**src/rtl/frost32_cpu_pkg.sv**
```systemverilog
// rtl/frost32_cpu_pkg.sv - CPU-wide data-port access type and size enums.
package PkgFrost32Cpu;

    typedef enum logic {
        DiatRead  = 1'b0,
        DiatWrite = 1'b1
    } DataInoutAccessType;

    typedef enum logic [1:0] {
        Dias32  = 2'd0,
        Dias16  = 2'd1,
        Dias8   = 2'd2,
        DiasBad = 2'd3
    } DataInoutAccessSize;

endpackage

```
**src/rtl/frost32_mem_arbiter_pkg.sv**
```systemverilog
// rtl/frost32_mem_arbiter_pkg.sv - arbiter state enum and byte-lane helpers.
package PkgFrost32MemArb;
    import PkgFrost32Cpu::*;

    localparam int MSB_POS__FROST32_MEM_ARB_STATE = 1;

    typedef enum logic [MSB_POS__FROST32_MEM_ARB_STATE:0] {
        StIdle = 2'd0,
        StReq  = 2'd1,
        StWait = 2'd2,
        StErr  = 2'd3
    } StateFrost32MemArb;

    // Pick the addressed lane out of a memory word and right-align it.
    function automatic logic [31:0] read_lane(input logic [31:0] d,
                                              input logic [1:0] a,
                                              input DataInoutAccessSize s);
        logic [31:0] r;
        r = d;
        case (s)
            Dias16:  r = {16'h0000, d[{a[1], 4'b0000} +: 16]};
            Dias8:   r = {24'h000000, d[{a, 3'b000} +: 8]};
            default: r = d;
        endcase
        return r;
    endfunction

    function automatic logic [31:0] write_lane(input logic [31:0] d,
                                               input DataInoutAccessSize s);
        logic [31:0] r;
        r = d;
        case (s)
            Dias16:  r = {2{d[15:0]}};
            Dias8:   r = {4{d[7:0]}};
            default: r = d;
        endcase
        return r;
    endfunction

endpackage

```
**src/rtl/frost32_rr_picker.sv**
```systemverilog
// rtl/frost32_rr_picker.sv - combinational round-robin picker, search starts after last_grant.
module frost32_rr_picker #(
    parameter int NUM_CHANNELS = 2,
    localparam int IDX_W = (NUM_CHANNELS > 1) ? $clog2(NUM_CHANNELS) : 1
) (
    input  logic [NUM_CHANNELS-1:0] req_i,
    input  logic [IDX_W-1:0]        last_grant_i,
    output logic [IDX_W-1:0]        grant_o,
    output logic                    any_o
);

    always_comb begin
        int idx;
        idx     = 0;
        grant_o = '0;
        any_o   = 1'b0;
        for (int off = 1; off <= NUM_CHANNELS; off++) begin
            idx = (int'(last_grant_i) + off) % NUM_CHANNELS;
            if (!any_o && req_i[IDX_W'(idx)]) begin
                any_o   = 1'b1;
                grant_o = IDX_W'(idx);
            end
        end
    end

endmodule

```
**src/rtl/frost32_mem_arbiter.sv**
```systemverilog
// rtl/frost32_mem_arbiter.sv - N-channel round-robin arbiter onto one 32-bit memory port.
// FROST32_MEM_ARB_ALIGN_CHECK_EN: misaligned 32/16-bit accesses complete with an error.
module frost32_mem_arbiter
    import PkgFrost32Cpu::*;
    import PkgFrost32MemArb::*;
#(
    parameter int NUM_CHANNELS = 2,
    parameter int ADDR_WIDTH   = 32,
    parameter int DATA_WIDTH   = 32
) (
    input  logic                               clk,
    input  logic                               rst_n,
    input  logic [NUM_CHANNELS-1:0]            in_req,
    input  logic [NUM_CHANNELS*ADDR_WIDTH-1:0] in_addr,
    input  logic [NUM_CHANNELS*DATA_WIDTH-1:0] in_data,
    input  logic [NUM_CHANNELS-1:0]            in_access_type,
    input  logic [NUM_CHANNELS*2-1:0]          in_access_size,
    output logic [NUM_CHANNELS-1:0]            out_done,
    output logic [NUM_CHANNELS-1:0]            out_err,
    output logic [DATA_WIDTH-1:0]              out_rdata,
    output logic                               out_busy,
    input  logic [DATA_WIDTH-1:0]              mem_data_in,
    input  logic                               mem_wait_for_mem,
    output logic [DATA_WIDTH-1:0]              mem_data_out,
    output logic [ADDR_WIDTH-1:0]              mem_addr,
    output logic                               mem_access_type,
    output logic [1:0]                         mem_access_size,
    output logic                               mem_req_mem_access
);

    localparam int IDX_W = (NUM_CHANNELS > 1) ? $clog2(NUM_CHANNELS) : 1;

    StateFrost32MemArb  state_q, state_d;
    logic [IDX_W-1:0]   grant_q, last_grant_q, pick;
    logic               any_req;
    logic [ADDR_WIDTH-1:0] addr_q;
    logic [DATA_WIDTH-1:0] wdata_q, rdata_q, rd_fmt;
    DataInoutAccessType type_q;
    DataInoutAccessSize size_q;

    logic [ADDR_WIDTH-1:0] sel_addr;
    logic [DATA_WIDTH-1:0] sel_data;
    DataInoutAccessType    sel_type;
    DataInoutAccessSize    sel_size;
    logic                  sel_bad;
    logic                  grant_en, rd_done, finish;

    frost32_rr_picker #(
        .NUM_CHANNELS (NUM_CHANNELS)
    ) u_picker (
        .req_i        (in_req),
        .last_grant_i (last_grant_q),
        .grant_o      (pick),
        .any_o        (any_req)
    );

    assign sel_addr = in_addr[int'(pick)*ADDR_WIDTH +: ADDR_WIDTH];
    assign sel_data = in_data[int'(pick)*DATA_WIDTH +: DATA_WIDTH];
    assign sel_type = DataInoutAccessType'(in_access_type[pick]);
    assign sel_size = DataInoutAccessSize'(in_access_size[int'(pick)*2 +: 2]);

    always_comb begin
        sel_bad = (sel_size == DiasBad);
`ifdef FROST32_MEM_ARB_ALIGN_CHECK_EN
        if (sel_size == Dias32 && sel_addr[1:0] != 2'b00) sel_bad = 1'b1;
        if (sel_size == Dias16 && sel_addr[0]) sel_bad = 1'b1;
`endif
    end

    always_comb begin
        state_d  = state_q;
        grant_en = 1'b0;
        rd_done  = 1'b0;
        finish   = 1'b0;
        unique case (state_q)
            StIdle: begin
                if (any_req) begin
                    grant_en = 1'b1;
                    state_d  = sel_bad ? StErr : StReq;
                end
            end
            StReq: state_d = StWait;
            StWait: begin
                if (!mem_wait_for_mem) begin
                    rd_done = 1'b1;
                    finish  = 1'b1;
                    state_d = StIdle;
                end
            end
            StErr: begin
                finish  = 1'b1;
                state_d = StIdle;
            end
            default: state_d = StIdle;
        endcase
    end

    assign rd_fmt             = read_lane(mem_data_in, addr_q[1:0], size_q);
    assign out_rdata          = rd_done ? rd_fmt : rdata_q;
    assign out_done           = finish ? (NUM_CHANNELS'(1) << grant_q) : '0;
    assign out_err            = (state_q == StErr) ? (NUM_CHANNELS'(1) << grant_q) : '0;
    assign out_busy           = (state_q != StIdle);
    assign mem_req_mem_access = (state_q == StReq);
    assign mem_data_out       = wdata_q;
    assign mem_addr           = addr_q;
    assign mem_access_type    = type_q;
    assign mem_access_size    = size_q;

    always_ff @(posedge clk or negedge rst_n) begin
        if (!rst_n) begin
            state_q      <= StIdle;
            grant_q      <= '0;
            last_grant_q <= IDX_W'(NUM_CHANNELS - 1);
            addr_q       <= '0;
            wdata_q      <= '0;
            type_q       <= DiatRead;
            size_q       <= Dias32;
            rdata_q      <= '0;
        end else begin
            state_q <= state_d;
            if (grant_en) begin
                grant_q <= pick;
                addr_q  <= sel_addr;
                wdata_q <= write_lane(sel_data, sel_size);
                type_q  <= sel_type;
                size_q  <= sel_size;
            end
            if (finish) last_grant_q <= grant_q;
            if (rd_done) rdata_q <= rd_fmt;
        end
    end

endmodule

```
**config.mk**
```make
export PLATFORM = sky130hd
export DESIGN_NAME = frost32_mem_arbiter
export DESIGN_NICKNAME = d
export VERILOG_FILES = /design/src/rtl/frost32_cpu_pkg.sv /design/src/rtl/frost32_mem_arbiter_pkg.sv /design/src/rtl/frost32_rr_picker.sv /design/src/rtl/frost32_mem_arbiter.sv
export SDC_FILE = /design/constraint.sdc
export NUM_CORES = 1
export LEC_CHECK = 0
export ABC_CLOCK_PERIOD_IN_PS = 3350
export CAP_MARGIN = 20
export CORE_MARGIN = 4
export CORE_UTILIZATION = 41
export CTS_BUF_LIST = sky130_fd_sc_hd__clkbuf_2 sky130_fd_sc_hd__clkbuf_4 sky130_fd_sc_hd__clkbuf_8
export DETAILED_ROUTE_END_ITERATION = 12
export PLACE_DENSITY = 0.81
export SLEW_MARGIN = 20
export SYNTH_ARGS = -nofsm -noshare
export SYNTH_HDL_FRONTEND = slang
export SYNTH_SLANG_ARGS = --single-unit
```
**constraint.sdc**
```tcl
create_clock -name clk -period 3.35 [get_ports clk]
set_clock_uncertainty 0.15 [all_clocks]
set_input_delay 0.335 -clock clk [delete_from_list [all_inputs] [get_ports clk]]
set_output_delay 0.335 -clock clk [all_outputs]
set_load 0.02 [all_outputs]
```
======== Word level (Yosys, flattened, before mapping) ========
Cells that the tools add are included.
operators by class
  add/sub/neg operators ................... 2
  $lt $le $gt $ge ......................... 3
  eq/ne operators ......................... 10
  shift-type cells ........................ 6
  multiplexer cells ....................... 24
  reduce and logical (&&, ||, !) cells .... 5
operators by type and width
  cell                   count
  $pmux W32 S2           2
  $shiftx A64 B7 Y32     2
  $mux W32               1
  $shiftx A32 B6 Y16     1
  $shiftx A32 B6 Y8      1
  $mux W1                14
  $eq A2 B2 Y1 const B   5
  $mux W2                5
  $pmux W2 S4            1
  $eq A2 B1 Y1 const B   3
  $lt A1 B3 Y1 const B   2
  $ne A2 B2 Y1 const B   2
  $shiftx A4 B3 Y2       1
  $add A1 B1 Y1 const B  2
  $logic_not A2 Y1       1
  $lt A1 B2 Y1 const B   1
  $pmux W1 S2            1
  $reduce_and A2 Y1      1
  $reduce_bool A2 Y1     1
  $shl A1 B1 Y2 const A  1
  $logic_and A1 B1 Y1    1
  $logic_not A1 Y1       1
storage, ports and cells
  flip-flop bits (word level) ............. 103
  output and inout port bits .............. 105
  word-level logic and storage cells ...... 58

======== Depth between registers and ports, before layout ========
  word-level depth ........................ 13
  mapped depth ............................ 14
  depth with buffers taken out ............ 7

======== Hierarchy ========
Synthesis repeated with hierarchy kept, for this count alone.
unflattened totals
  cell total of the unflattened synthesis .. 541
  area total of the unflattened synthesis .. 5288.8 um2
modules (own cells, without submodules)
  module               instances  cells each  area an instance (um2)  seq. area each (um2)
  frost32_mem_arbiter  1          539         5267.6                  2578.7
  frost32_rr_picker    1          2           21.3                    0.0

======== Worst setup path after synthesis ========
OpenSTA, ideal clock, no wires.
  kind .................................... register to register
  from .................................... register last_grant_q
  to ...................................... register wdata_q[10] (netlist: mem_data_out[10])
  library setup time ...................... 96 ps
  arrival ................................. 2760 ps
  data required time ...................... 3104 ps
  slack ................................... 345 ps
  stages on the path, launching flop included .. 15
  buffers on the path ..................... 7
  period minus slack after synthesis ...... 3005 ps
  cells stage by stage .................... dfstp_2 buf_6 nand2b_4 buf_6 buf_12 buf_6 buf_6 mux2i_2 inv_1 ha_1 buf_2 inv_1 clkbuf_1 nor2_1 o31ai_1
on the way
  word-level cells in the longest chain between the ends .. 6
  elaborated cells on any way between the ends .. 9
RTL lines
  element                                       RTL line                       text
  start: declaration                            frost32_mem_arbiter.sv:34      logic [IDX_W-1:0] grant_q, last_grant_q, pick;
  start signal: assignment                      frost32_mem_arbiter.sv:113     last_grant_q <= IDX_W'(NUM_CHANNELS - 1);
  start signal: assignment                      frost32_mem_arbiter.sv:128     if (finish) last_grant_q <= grant_q;
  $add A1 B1 Y1                                 frost32_rr_picker.sv:18        idx = (int'(last_grant_i) + off) % NUM_CHANNELS;
  $mux W1                                       frost32_rr_picker.sv:19        if (!any_o && req_i[IDX_W'(idx)]) begin
  $mux W1 *                                     frost32_rr_picker.sv:19
  $shiftx A4 B3 Y2 *                            frost32_mem_arbiter.sv:60      assign sel_size = DataInoutAccessSize'(in_access_size[int'(pick)*2 +: 2]);
  net sel_size[0]                               frost32_mem_arbiter.sv:44      DataInoutAccessSize sel_size;
  $eq A2 B2 Y1 or $eq A2 B1 Y1 (tied branches)  frost32_mem_arbiter_pkg.sv:32  case (s)
  $pmux W32 S2 *                                frost32_mem_arbiter_pkg.sv:32
  end signal: assignment                        frost32_mem_arbiter.sv:124     wdata_q <= write_lane(sel_data, sel_size);
  end: declaration                              frost32_mem_arbiter.sv:37      logic [DATA_WIDTH-1:0] wdata_q, rdata_q, rd_fmt;
Mark *: on every way through the listed nets, which the timed path passes. The rest lies on a longest branch.
A chain may end at the register's enable or synchronous reset.

======== Final worst setup path ========
  from .................................... register size_q[0] (netlist: mem_access_size[0])
  to ...................................... output port out_rdata[8]
on the way
  word-level cells in the longest chain between the ends .. 3
  elaborated cells on any way between the ends .. 4
RTL lines
  element                                       RTL line                       text
  start: declaration                            frost32_mem_arbiter.sv:39      DataInoutAccessSize size_q;
  start signal: assignment                      frost32_mem_arbiter.sv:117     size_q <= Dias32;
  start signal: assignment                      frost32_mem_arbiter.sv:126     size_q <= sel_size;
  $eq A2 B2 Y1 or $eq A2 B1 Y1 (tied branches)  frost32_mem_arbiter_pkg.sv:20  case (s)
  $pmux W32 S2 *                                frost32_mem_arbiter_pkg.sv:20
  $mux W32 *                                    --
  end: declaration                              frost32_mem_arbiter.sv:20      output logic [DATA_WIDTH-1:0] out_rdata,
Mark *: on every way between the ends. The rest lies on a longest branch, timed or not.

==> qor.yml <==
synthesis:
  synth_seq_cells: 103
  synth.distinct_cells: 31
  number_of_flops_mapped_to_enable_cells_by_yosys: 0
  post-synth-top-area-cell: "dfrtp_1"
  ys_top_cells_by_area: "dfrtp_1, mux2i_1, nand2_1, a21oi_1, nor2_1"
  dominantRegCellSynth: "dfrtp_1"
  portion_of_the_post_synthesis_area_used_by_sequential_elements: 0.4802
  post_synth_net_total: 710
  post-synth-top-area-fraction: 0.4753
  fraction_of_registers_with_async_set_reset: 1.000
  synth_warnings: 0
  synthesis.instances: 534
  syn_area_mm2: 0.005370
  synthesis.area_per_instance_um2: 10.06
die:
  chipHeight_um: 122.4
  floorplan.core_area_mm2: 0.01272
  io_pins: 276
  rows: 41
  floorplan.die_area_mm2: 0.01499
  die_width_um: 122.4
  initial_core_utilization: 0.4221
power:
  p_switching_w: 0.003172
  power.internal_w: 0.004219
  power.share.clock: 0.103
  power.combinational.fraction: 0.612
  power_switching_share: 0.4292
  irDropWorstVdd_v: 0.0003980
  total_leakage_power_nw: 3.671
  p_per_area_mw_per_mm2: 876.9
  power.sequential.fraction: 0.285
clocking:
  clkSinkCount: 103
  cts_setup_buffers: 0
  clock_buffer_count_from_cts: 9
  tritoncts: "built"
  worst_skew_pair.late_latency_ps: 360
  cts.htree.levels: 3
  cts.clk_slew.worst_paths_ps: 90
  clock_tree_buffer_depth: 2
  cts.root.buffer_cell: "clkbuf_8"
placed_design:
  gp_congestion: 0.8451
  placement.cell_area_mm2: 0.008217
  port_buffers: 274
  hpwlAfterDp_mm: 13.79
sta:
  setup_violations: 0
  maxClockFrequency_mhz: 317.2
  period_needed_ps: 3152
  setup-tns-final_ps: 0
  slew_headroom: 0.5123
  final-hold-violation-count: 0
  final.period_utilization: 0.9410
  rsz0062_at_grt: "no"
  worst_pin_slew_ps: 730.5
  drv_slew: 0
layout:
  drive_above_1_share: 0.06407
  n_fill_cell: 1057
  summed_area_of_non_filler_cells_in_the_final_layout_mm2: 0.008428
  area_growth_pct: 56.94
  nNetsFinal: 967
  diodes: 0
worst_setup_path:
  critical_path.startpoint_type: "register"
  worst_ep_required_time_ps: 2860
  worstSetupEndpoint: "out_rdata[8]"
  worstSetupEndpointType: "output pin"
  worstReg2RegEnd: "mem_data_out[18]"
  cp-startpoint: "mem_access_size[0]"
  critical_path.max_fanout: 14
  worstSetupPathType: "register to output pin"
  r2r_setup_slack_ps: 560
  arrival_ps: 2670
  timing.rr.start: "last_grant_q"
  timing.reg2reg.worst_path_depth: 8
grt:
  grt-ovfl-total: 0
  grt_first_pass_wirelength_mm: 26.77
  antenna_found_initial: 0
  grt_overall_usage: 0.2280
  maximum_number_of_pins_on_one_net_before_global_route_repair: 60
  first_global_vias: 5256
hold_path:
  hold_class: "register to register"
routing:
  avgRoutedWirePerCell_um: 17.92
  detailedRoute.firstPassIterationCount: 5
  routed-via-count: 5015
  viasPerCell: 5.181
  drt_wl_total_mm: 17.35
  detail_route.drc_violations: 0
  drt.antenna.violating_nets: 0
  drt_iter0_drc: 402
outcome:
  outcome: "completed"
run:
  number_of_maximum_capacitance_violations: 0
worst min path at each step:
stage,startpoint,end,cells past startpoint
finish,mem_data_out[13],mem_data_out[13],2
global route,mem_data_out[25],mem_data_out[25],2
CTS,mem_data_out[13],mem_data_out[13],2
detailed placement,rst_n,mem_data_out[28],1
global placement,rst_n,mem_data_out[12],1
floorplan,rst_n,grant_q,0
state kept, by name, summed over array words and instances, names as in the netlist:
name and cells:
mem_access_size 2, mem_addr 32, mem_data_out 32, grant_q 1, last_grant_q 1, state_q 2, mem_access_type 1, rdata_q 32
cells in the final DEF (no fill, tap or decap), types with 13 or more instances in the layout:
| master | synthesis | layout |
|---|---|---|
| a21oi_1 | 44 | 44 |
| clkdlybuf4s50_1 | 0 | 272 |
| nor2_1 | 57 | 57 |
| mux2i_1 | 73 | 73 |
| mux2_1 | 15 | 15 |
| clkbuf_8 | 0 | 13 |
| o21ai_1 | 35 | 35 |
| dfrtp_1 | 102 | 102 |
| o221ai_1 | 16 | 16 |
| nand2_1 | 87 | 87 |
cell type report:
class	count	area (µm²)	share of cell area
timing repair buffer	285	2853	0.3385
sequential	103	2579	0.3060
multi-input combinational	382	2550	0.3026
tap	172	215.2	0.02553
clock buffer	13	178.9	0.02123
inverter	10	37.54	0.004454
clock inverter	3	15.01	0.001781
logic make-up (layout without fill, tap and decap cells):
kind of cell / count (synthesis) / count (layout) / synth area share
fa+ha+maj: 5 / 5 / 0.01165
flops: 103 / 103 / 0.4802
compound gates: 130 / 130 / 0.1584
mux: 99 / 99 / 0.1971
simple gates: 148 / 148 / 0.1067
buf+inv: 49 / 311 / 0.04590
power by group through the flow:
| stage | Combinational (W) | Sequential (W) | Clock (W) |
|---|---|---|---|
| finish | 0.00452 | 0.00211 | 0.000759 |
| global route | 0.00486 | 0.00218 | 0.000835 |
| CTS | 0.00456 | 0.00211 | 0.000786 |
| detailed placement | 0.00454 | 0.00213 | 0 |
| global placement | 0.00443 | 0.00210 | 0 |
| floorplan | 0.00213 | 0.00256 | 0 |
worst max-delay path: stages, from the launching register on:
cell and delay [ps]:
dfrtp_1 410, inv_1 60, ha_2 470, nand2b_2 330, mux2i_1 150, o21ai_1 230
clkdlybuf4s50_1 650
repair_timing:
item,4_1_cts,5_1_grt
hold buffers,1,0
endpoints found under the setup margin,9,10
endpoints found under the hold margin,44,0
resized for setup,2,2
cell usage after synthesis (2+ instances only):
master,number
buf_1,6
o221ai_1,16
mux2i_1,73
o211ai_1,2
a21oi_1,44
mux2i_2,2
o21ai_1,35
o31ai_1,8
o22a_1,8
buf_6,5
nand2_1,87
mux2_1,15
mux2_4,8
buf_2,7
clkbuf_1,20
ha_1,5
o21ai_0,7
nor2_1,57
a221oi_2,8
inv_1,9
dfrtp_1,102
per-stage QoR:
step	std cells	power [W]	hold WS (ps)	utilization	setup WS, ps
6_report	968	0.007391	337.3	0.6625	197.8
5_1_grt	968	0.007872	371.1	0.6625	89.87
4_1_cts	968	0.007456	336.9	0.6621	60.40
3_5_place_dp	951	0.006673	221.0	0.6459	292.3
3_3_place_gp	951	0.006530	219.8	0.6459	351.1
2_1_floorplan	534	0.004690	-110.6	-	345.0
per-layer routing:
layer,up-vias,wire length [µm],global-route usage
met5,-,0,0
met4,0,528,0.09027
met3,36,1575,0.06498
met2,211,8636,0.3872
met1,2385,6608,0.2734
li1,2383,-,-
(Power assumes the default switching activity.)
